--- src/rtl/axi3_arb_pkg.sv ---
// Shared types and constants for the AXI3 write-port arbiter.
// Holds the FSM state encoding, the BRESP codes and the default field widths.
package axi3_arb_pkg;

    typedef enum logic [1:0] {
        IDLE = 2'd0,
        ADDR = 2'd1,
        DATA = 2'd2,
        RESP = 2'd3
    } arb_state_e;

    localparam logic [1:0] OKAY   = 2'b00;
    localparam logic [1:0] EXOKAY = 2'b01;
    localparam logic [1:0] SLVERR = 2'b10;
    localparam logic [1:0] DECERR = 2'b11;

    localparam int DEF_LEN_W = 4;
    localparam int DEF_ID_W  = 4;

endpackage

--- src/rtl/axi3_wr_arbiter_rr_pick.sv ---
// Combinational round-robin pick: the first asserted request at or after ptr,
// wrapping modulo NUM_REQ, returned one-hot together with an any-request flag.
module rr_pick
    import axi3_arb_pkg::*;
#(
    parameter int NUM_REQ = 2,
    parameter int PTR_W   = 1
) (
    input  logic [NUM_REQ-1:0] req_valid,
    input  logic [PTR_W-1:0]   ptr,
    output logic [NUM_REQ-1:0] pick,
    output logic               any
);

    always_comb begin
        // NOTE: every output of a combinational block gets a default first so no latch is inferred.
        pick = '0;
        any  = 1'b0;
        for (int i = 0; i < NUM_REQ; i++) begin
            for (int j = 0; j < NUM_REQ; j++) begin
                if (!any && req_valid[j] && (j == (int'(ptr) + i) % NUM_REQ)) begin
                    pick[j] = 1'b1;
                    any     = 1'b1;
                end
            end
        end
    end

endmodule

--- src/rtl/axi3_wr_arbiter.sv ---
// Shares one AXI3 master write port between NUM_REQ requesters, round-robin,
// holding each grant across the address, every data beat and the response.
module axi3_wr_arbiter
    import axi3_arb_pkg::*;
#(
    parameter int DATAWIDTH = 32,
    parameter int SIZE      = 3,
    parameter int ID_W      = DEF_ID_W,
    parameter int LEN_W     = DEF_LEN_W,
    parameter int NUM_REQ   = 2
) (
    input  logic                             clk,
    input  logic                             rst,
    input  logic [NUM_REQ-1:0]               req_valid,
    input  logic [NUM_REQ*DATAWIDTH-1:0]     req_awaddr,
    input  logic [NUM_REQ*ID_W-1:0]          req_awid,
    input  logic [NUM_REQ*LEN_W-1:0]         req_awlen,
    input  logic [NUM_REQ*SIZE-1:0]          req_awsize,
    input  logic [NUM_REQ*(SIZE-1)-1:0]      req_awburst,
    output logic [NUM_REQ-1:0]               req_grant,
    input  logic [NUM_REQ*DATAWIDTH-1:0]     req_wdata,
    input  logic [NUM_REQ*(DATAWIDTH/8)-1:0] req_wstrb,
    input  logic [NUM_REQ-1:0]               req_wvalid,
    output logic [NUM_REQ-1:0]               req_wready,
    output logic [NUM_REQ-1:0]               req_bvalid,
    output logic [1:0]                       req_bresp,
    input  logic [NUM_REQ-1:0]               req_bready,
    output logic [DATAWIDTH-1:0]             AWaddr,
    output logic [ID_W-1:0]                  AWid,
    output logic [LEN_W-1:0]                 AWlen,
    output logic [SIZE-1:0]                  AWsize,
    output logic [SIZE-2:0]                  AWburst,
    output logic                             AWvalid,
    input  logic                             AWready,
    output logic [DATAWIDTH-1:0]             WData,
    output logic [DATAWIDTH/8-1:0]           WStrb,
    output logic                             WLast,
    output logic                             WValid,
    input  logic                             WReady,
    input  logic [ID_W-1:0]                  Bid,
    input  logic [1:0]                       Bresp,
    input  logic                             BValid,
    output logic                             BReady,
    output logic                             err_id
);

    localparam int PTR_W  = (NUM_REQ > 1) ? $clog2(NUM_REQ) : 1;
    localparam int STRB_W = DATAWIDTH / 8;

    arb_state_e          state;
    logic [PTR_W-1:0]    ptr;
    logic [PTR_W-1:0]    ptr_nxt;
    logic [NUM_REQ-1:0]  grant_q;
    logic [NUM_REQ-1:0]  pick;
    logic                pick_any;
    logic [LEN_W-1:0]    beat_cnt;

    logic [DATAWIDTH-1:0] aw_addr_q;
    logic [ID_W-1:0]      aw_id_q;
    logic [LEN_W-1:0]     aw_len_q;
    logic [SIZE-1:0]      aw_size_q;
    logic [SIZE-2:0]      aw_burst_q;

    logic [DATAWIDTH-1:0] sel_addr;
    logic [ID_W-1:0]      sel_id;
    logic [LEN_W-1:0]     sel_len;
    logic [SIZE-1:0]      sel_size;
    logic [SIZE-2:0]      sel_burst;

    logic                 g_wvalid;
    logic [DATAWIDTH-1:0] g_wdata;
    logic [STRB_W-1:0]    g_wstrb;
    logic                 g_bready;

    rr_pick #(
        .NUM_REQ (NUM_REQ),
        .PTR_W   (PTR_W)
    ) u_rr_pick (
        .req_valid (req_valid),
        .ptr       (ptr),
        .pick      (pick),
        .any       (pick_any)
    );

    // Candidate AW fields follow the pick; the granted side's W/B signals follow grant_q.
    always_comb begin
        sel_addr  = '0;
        sel_id    = '0;
        sel_len   = '0;
        sel_size  = '0;
        sel_burst = '0;
        g_wvalid  = 1'b0;
        g_wdata   = '0;
        g_wstrb   = '0;
        g_bready  = 1'b0;
        ptr_nxt   = '0;
        for (int j = 0; j < NUM_REQ; j++) begin
            if (pick[j]) begin
                sel_addr  = req_awaddr[j*DATAWIDTH +: DATAWIDTH];
                sel_id    = req_awid[j*ID_W +: ID_W];
                sel_len   = req_awlen[j*LEN_W +: LEN_W];
                sel_size  = req_awsize[j*SIZE +: SIZE];
                sel_burst = req_awburst[j*(SIZE-1) +: (SIZE-1)];
            end
            if (grant_q[j]) begin
                g_wvalid = req_wvalid[j];
                g_wdata  = req_wdata[j*DATAWIDTH +: DATAWIDTH];
                g_wstrb  = req_wstrb[j*STRB_W +: STRB_W];
                g_bready = req_bready[j];
                ptr_nxt  = PTR_W'((j + 1) % NUM_REQ);
            end
        end
    end

    always_ff @(posedge clk or negedge rst) begin
        if (!rst) begin
            // NOTE: sequential state uses non-blocking assignments so every register sees pre-edge values.
            state      <= IDLE;
            ptr        <= '0;
            grant_q    <= '0;
            beat_cnt   <= '0;
            aw_addr_q  <= '0;
            aw_id_q    <= '0;
            aw_len_q   <= '0;
            aw_size_q  <= '0;
            aw_burst_q <= '0;
        end else begin
            case (state)
                IDLE: if (pick_any) begin
                    grant_q    <= pick;
                    aw_addr_q  <= sel_addr;
                    aw_id_q    <= sel_id;
                    aw_len_q   <= sel_len;
                    aw_size_q  <= sel_size;
                    aw_burst_q <= sel_burst;
                    state      <= ADDR;
                end
                ADDR: if (AWready) begin
                    beat_cnt <= aw_len_q;
                    state    <= DATA;
                end
                DATA: if (WValid && WReady) begin
                    if (beat_cnt == '0) state <= RESP;
                    else                beat_cnt <= beat_cnt - LEN_W'(1);
                end
                RESP: if (BValid && BReady) begin
                    grant_q <= '0;
                    ptr     <= ptr_nxt;
                    state   <= IDLE;
                end
                default: state <= IDLE;
            endcase
        end
    end

    assign req_grant = grant_q;
    assign AWaddr    = aw_addr_q;
    assign AWid      = aw_id_q;
    assign AWlen     = aw_len_q;
    assign AWsize    = aw_size_q;
    assign AWburst   = aw_burst_q;
    assign AWvalid   = (state == ADDR);

    assign WValid     = (state == DATA) && g_wvalid;
    assign WData      = g_wdata;
    assign WStrb      = g_wstrb;
    assign WLast      = (state == DATA) && (beat_cnt == '0);
    assign req_wready = ((state == DATA) && WReady) ? grant_q : '0;

    assign BReady     = (state == RESP) && g_bready;
    assign req_bvalid = ((state == RESP) && BValid) ? grant_q : '0;
    assign req_bresp  = Bresp;
    // Mismatched IDs still complete the transaction; the flag only reports it.
    assign err_id     = (state == RESP) && BValid && BReady && (Bid != aw_id_q);

endmodule

--- config.mk ---
export PLATFORM = sky130hd
export DESIGN_NAME = axi3_wr_arbiter
export DESIGN_NICKNAME = d
export VERILOG_FILES = /design/src/rtl/axi3_arb_pkg.sv /design/src/rtl/axi3_wr_arbiter_rr_pick.sv /design/src/rtl/axi3_wr_arbiter.sv
export SDC_FILE = /design/constraint.sdc
export NUM_CORES = 1
export LEC_CHECK = 0
export ABC_AREA = 1
export CORE_AREA = 2 2 106 108
export DETAILED_ROUTE_END_ITERATION = 6
export DIE_AREA = 0 0 108 110
export MAX_ROUTING_LAYER = met4
export PLACE_DENSITY = 0.78
export SLEW_MARGIN = 0
export SYNTH_ARGS = -nofsm -noshare
export SYNTH_HDL_FRONTEND = slang
export SYNTH_SLANG_ARGS = --single-unit
--- constraint.sdc ---
create_clock -name clk -period 1.95 [get_ports clk]
set_clock_uncertainty 0.15 [all_clocks]
set_input_delay 0.585 -clock clk [delete_from_list [all_inputs] [get_ports clk]]
set_output_delay 0.585 -clock clk [all_outputs]
set_load 0.005 [all_outputs]
======== Word level (Yosys, flattened, before mapping) ========
Cells that the tools add are included.
storage, ports and cells
  register bits ........................... 54
  bits of input ports ..................... 179
operators by class
  $add $sub $neg .......................... 2
  equality and inequality tests ........... 11
  muxes and demuxes ....................... 41
  bitwise gates (word level) .............. 1
  reduce and logical (&&, ||, !) cells .... 30
operators with widths
  operator               number
  $mux W32               4
  $logic_not A32 Y1      2
  $mux W4                9
  $mux W2                10
  $logic_and A1 B1 Y1    16
  $mux W1                13
  $ne A2 B2 Y1 const B   5
  $pmux W2 S4            1
  $pmux W4 S2            1
  $mux W3                2
  $reduce_and A5 Y1      1
  $eq A2 B2 Y1 const B   2
  $logic_not A4 Y1       1
  $ne A4 B4 Y1           1
  $pmux W2 S2            1
  $reduce_and A2 Y1      2
  $reduce_and A4 Y1      1
  $reduce_bool A2 Y1     2
  $sub A4 B1 Y4 const B  1
  $logic_not A1 Y1       3
  $reduce_and A3 Y1      1
  $eq A2 B1 Y1 const B   1
  $eq A2 B2 Y1 const A   1
  $logic_not A2 Y1       1
  other kinds (3)        3

======== Logic depth before layout (Yosys ltp) ========
Gate-level depths: netlist of the first run.
  depth in word-level cells ............... 17
  gate-level depth with buffers ........... 10
  gate-level depth less buffers ........... 10

======== Cells and area by module ========
A second synthesis of the first run with hierarchy kept.
second synthesis, totals
  cells, all modules ...................... 417
  area, all modules ....................... 3273.1 um^2
by module, submodules not included
  module           instances  cells each  area each (um^2)  sequential area each (um^2)
  axi3_wr_arbiter  1          411         3248.1            1351.3
  rr_pick          1          6           25.0              0.0

======== Worst setup path after synthesis of the first run ========
Ideal clock, no wire load.
  kind .................................... reg-to-output
  start ................................... reg state[0]
  end ..................................... out req_wready[0]
  data arrival time ....................... 1.158 ns
  data required time ...................... 1.215 ns
  slack ................................... 0.057 ns
  stages on the path, launching flop included .. 6
  cells stage by stage .................... dfrtp_1 -> inv_1 -> ha_1 -> buf_2 -> clkinv_1 -> nor3_1
between the ends
  word-level cells in the longest chain between the ends .. 3
RTL lines
  what                      line                    source
  start: declaration        axi3_wr_arbiter.sv:50   arb_state_e state;
  start signal: assignment  axi3_wr_arbiter.sv:118  state <= IDLE;
  start signal: assignment  axi3_wr_arbiter.sv:136  state <= ADDR;
  start signal: assignment  axi3_wr_arbiter.sv:140  state <= DATA;
  $eq A2 B2 Y1              axi3_wr_arbiter.sv:168  assign req_wready = ((state == DATA) && WReady) ? grant_q : '0;
  $logic_and A1 B1 Y1       axi3_wr_arbiter.sv:168
  $mux W2                   axi3_wr_arbiter.sv:168
  end: declaration          axi3_wr_arbiter.sv:24   output logic [NUM_REQ-1:0] req_wready,
Every way passes these cells.

======== Worst setup path after layout of the first run ========
  start ................................... reg grant_q[1], in the netlist req_grant[1]
  end ..................................... out WData[24]
between the ends
  word-level cells in the longest chain between the ends .. 1
RTL lines
  what                      line                    source
  start: declaration        axi3_wr_arbiter.sv:53   logic [NUM_REQ-1:0] grant_q;
  start signal: assignment  axi3_wr_arbiter.sv:130  grant_q <= pick;
  $mux W32                  axi3_wr_arbiter.sv:105  if (grant_q[j]) begin
  end: declaration          axi3_wr_arbiter.sv:35   output logic [DATAWIDTH-1:0] WData,
Every way passes these cells.

==> flow_summary_export.csv, run 1 <==
group,metric,value,unit
detailed_routing,vias,4332,
worst_setup_path,cp-start-kind,"register",
clock_network,clockBufferDepth,2,
clock_network,cts_sinks,54,
run_status,violations,"setup timing",
finish,fin_util,65.73,%
yosys,synth_top_area_share,41.21,%
clock_network,clkTransAtPathRegs,0.10,ns
worst_setup_path,crit_arrival,1.54,ns
global_route,track_usage,24.76,%
detailed_routing,wl_per_cell,17.69,um
worst_hold_path,min_path_type,"in2async",
clock_network,clk_latency,0.32,ns
yosys,synth.most_common_cell,"nand2_1",
detailed_routing,met2WireLength,7820,um
detailed_routing,drc,0,
detailed_routing,routed_via_density,4.895,
place,port_buffers,268,
detailed_routing,wl_met1,5805,um
worst_setup_path,cp.required,1.21,ns
yosys,mappedNetlistNets,595,
die,num_rows,38,
finish,area_growth,114.4,%
sta,finalCritPeriodShare,116.4,%
yosys,synthTopCellsByArea,"dfrtp_1 (41%), a22o_1 (21%), nand2_1 (20%)",
sta,hold_violations,0,
detailed_routing,maxUsedRoutingLayer,"met4",
clock_network,numCtsBuffers,5,
detailed_routing,antenna_violating_nets_post_route,0,
yosys,synth_common_cells,"nand2_1 (174), a22o_1 (79), dfrtp_1 (54)",
finish,n_fill_cell,893,
finish,drive_gt1_share,24.29,%
detailed_routing,drt_first_pass_iters,4,
yosys,netlist_area,3279,um2
global_route,first_global_vias,4351,
die,dieArea,11880,um2
sta,setup_slack,-0.3201,ns
finish,final_cell_area,7032,um2
yosys,synth_top_flop_cell,"dfrtp_1",
die,die_x,108,um
die,coreArea,10700,um2
clock_network,cts_hold_buffers,0,
global_route,antenna_found_initial,4,
clock_network,clockRootBuffer,"clkbuf_8",
place,placed_area,6370,um2
sta,worst_pin_slew,0.3049,ns
sta,rsz0062_at_grt,"yes",
pwr,ir_drop,576.5,uV
sta,slew_viol_final,0,
detailed_routing,drtIter0Drc,196,
detailed_routing,drt-total-wl,15660,um
yosys,yosys_warnings,0,
die,initial_utilization,30.65,%
global_route,grt_pass1_wl,21850,um
yosys,syn_inst,410,
yosys,ys_async_sr_fraction,100.0,%
finish,fin_nets,925,
sta,max_freq,440.5,MHz
clock_network,htree_num_levels,2,
place,hpwl,11340,um
yosys,yosysUniqueCellTypes,27,
pwr,power.leakage,3.735,nW
run_status,status,"finished, violations left",
clock_network,tritoncts,"yes",
sta,setup_viol,44,
place,gp_congestion,0.9756,
worst_setup_path,cp_max_fo,9,
yosys,synth_area_per_cell,7.999,um2
worst_setup_path,endpoint_kind,"primary output",
global_route,overflow,0,
yosys,ys_seq_area_share,41.21,%
global_route,grt_max_degree,55,
die,die_h,110,um
pwr,powerDensity,1176,nW/um2
die,io-pin-count,273,
yosys,ys_ff_latch,54,
sta,layout_min_cycle_time,2.270,ns
yosys,synth_top_area_cell,"dfrtp_1",
worst_setup_path,crit_type,"reg2out",
sta,slew_headroom,79.67,%
detailed_routing,route.met3.wl,1238,um
run,maxCapViolations,0,
yosys,synth_enable_flop_cells,0,
cells in the final DEF (no fill, tap or decap), types with 13 or more instances in the layout:
cell / netlist / layout
a22o_1: 79 / 77
buf_2: 11 / 40
buf_4: 6 / 43
buf_6: 4 / 30
clkdlybuf4s50_1: 0 / 173
dfrtp_1: 54 / 51
dlygate4sd2_1: 0 / 28
dlymetal6s2s_1: 0 / 20
inv_1: 20 / 13
nand2_1: 174 / 167
per-layer routing:
layer	track usage [%]	vias up
met1	26.04	2016
met4	14.29	0
li1	-	2049
met5	-	-
met2	43.17	216
met3	5.350	51
worst paths after layout:
kind / start / depth (start not counted) / slack (ns) / to
min in group clk: AWburst[0] / 2 / 0.33 / AWburst[0]
hold reg to reg: AWburst[0] / 2 / 0.33 / AWburst[0]
hold / removal: rst / 2 / 0.09 / AWaddr[21]
setup reg to reg: req_grant[1] / 10 / 0.16 / state[1]
setup / recovery: req_grant[1] / 5 / -0.32 / WData[24]
max in group asynchronous: rst / 2 / 1.28 / state[1]
critical path, stage by stage, from the launching register on:
cell	delay, ns
dfrtp_2	0.45
buf_8	0.16
buf_12	0.13
buf_8	0.13
a22o_1	0.21
buf_2	0.13
flip-flops by register name, indices dropped and copies added (netlist names):
signal and cells:
AWaddr 32, AWburst 2, AWid 4, AWlen 4, AWsize 3, beat_cnt 4, ptr 1, req_grant 2
state 2
cells by family (layout without fill, tap and decap cells):
family	count (synthesis)	in the layout	share of synthesized area (%)
compound gates	94	94	23.69
xor+xnor	4	4	1.068
fa+ha+maj	6	6	2.289
buf+inv	51	382	7.859
flops	54	54	41.21
other cells	0	4	0
simple gates	201	201	23.88
timing repair:
item                       CTS  global route
gates resized for setup    269            61
buffers inserted            27            16
setup endpoints to repair   68            75
cloned                       3             3
pin swaps                   28            27
area by class of cell:
cell class              instances  area [um2]  area share (%)
diodes                          4       10.01          0.1423
clock buffers                   5       68.82          0.9786
clock inverters                 3       43.79          0.6228
inverters                      23       96.34           1.370
multi-input cells             305        1874           26.65
flip-flops and latches         54        1355           19.27
well taps                     140       175.2           2.491
repair buffers                351        3408           48.47
stage by stage:
stage	setup WS (ns)	hold WS, ns	cells	power (mW)	TNS, ns
floorplan	0.05682	0.1394	410	3.887	0
detailed placement	-0.8184	0.3172	832	6.681	-31.28
global placement	-0.7900	0.3118	832	6.576	-30.26
global route	-0.3745	0.08915	885	8.857	-14.41
finish	-0.3201	0.08639	885	8.271	-11.00
CTS	-0.3221	0.09903	867	7.901	-10.84
where the power goes:
part           switching (mW)  total (mW)  leakage (nW)  internal (mW)
logic                    2.52        5.60          2.99           3.08
clock network           0.392       0.777        0.0585          0.386
registers               0.296        1.89         0.687           1.60
No activity file was read; power rests on OpenSTA's default activity.
==> run 2: changes to the inputs <==
--- a/config.mk
+++ b/config.mk
@@ -7,6 +7,7 @@
 export LEC_CHECK = 0
 export ABC_AREA = 1
 export CORE_AREA = 2 2 106 108
+export CTS_CLUSTER_DIAMETER = 40
 export DETAILED_ROUTE_END_ITERATION = 6
 export DIE_AREA = 0 0 108 110
 export MAX_ROUTING_LAYER = met4
==> results of run 2 <==
No change in the layout: final DEF, timing and power equal those of run 1.
==> run 3: changes to the inputs <==
--- a/config.mk
+++ b/config.mk
@@ -6,6 +6,7 @@
 export NUM_CORES = 1
 export LEC_CHECK = 0
 export ABC_AREA = 1
+export CAP_MARGIN = 15
 export CORE_AREA = 2 2 106 108
 export CTS_CLUSTER_DIAMETER = 40
 export DETAILED_ROUTE_END_ITERATION = 6
==> results of run 3 <==
No change in the layout: final DEF, timing and power equal those of run 1.
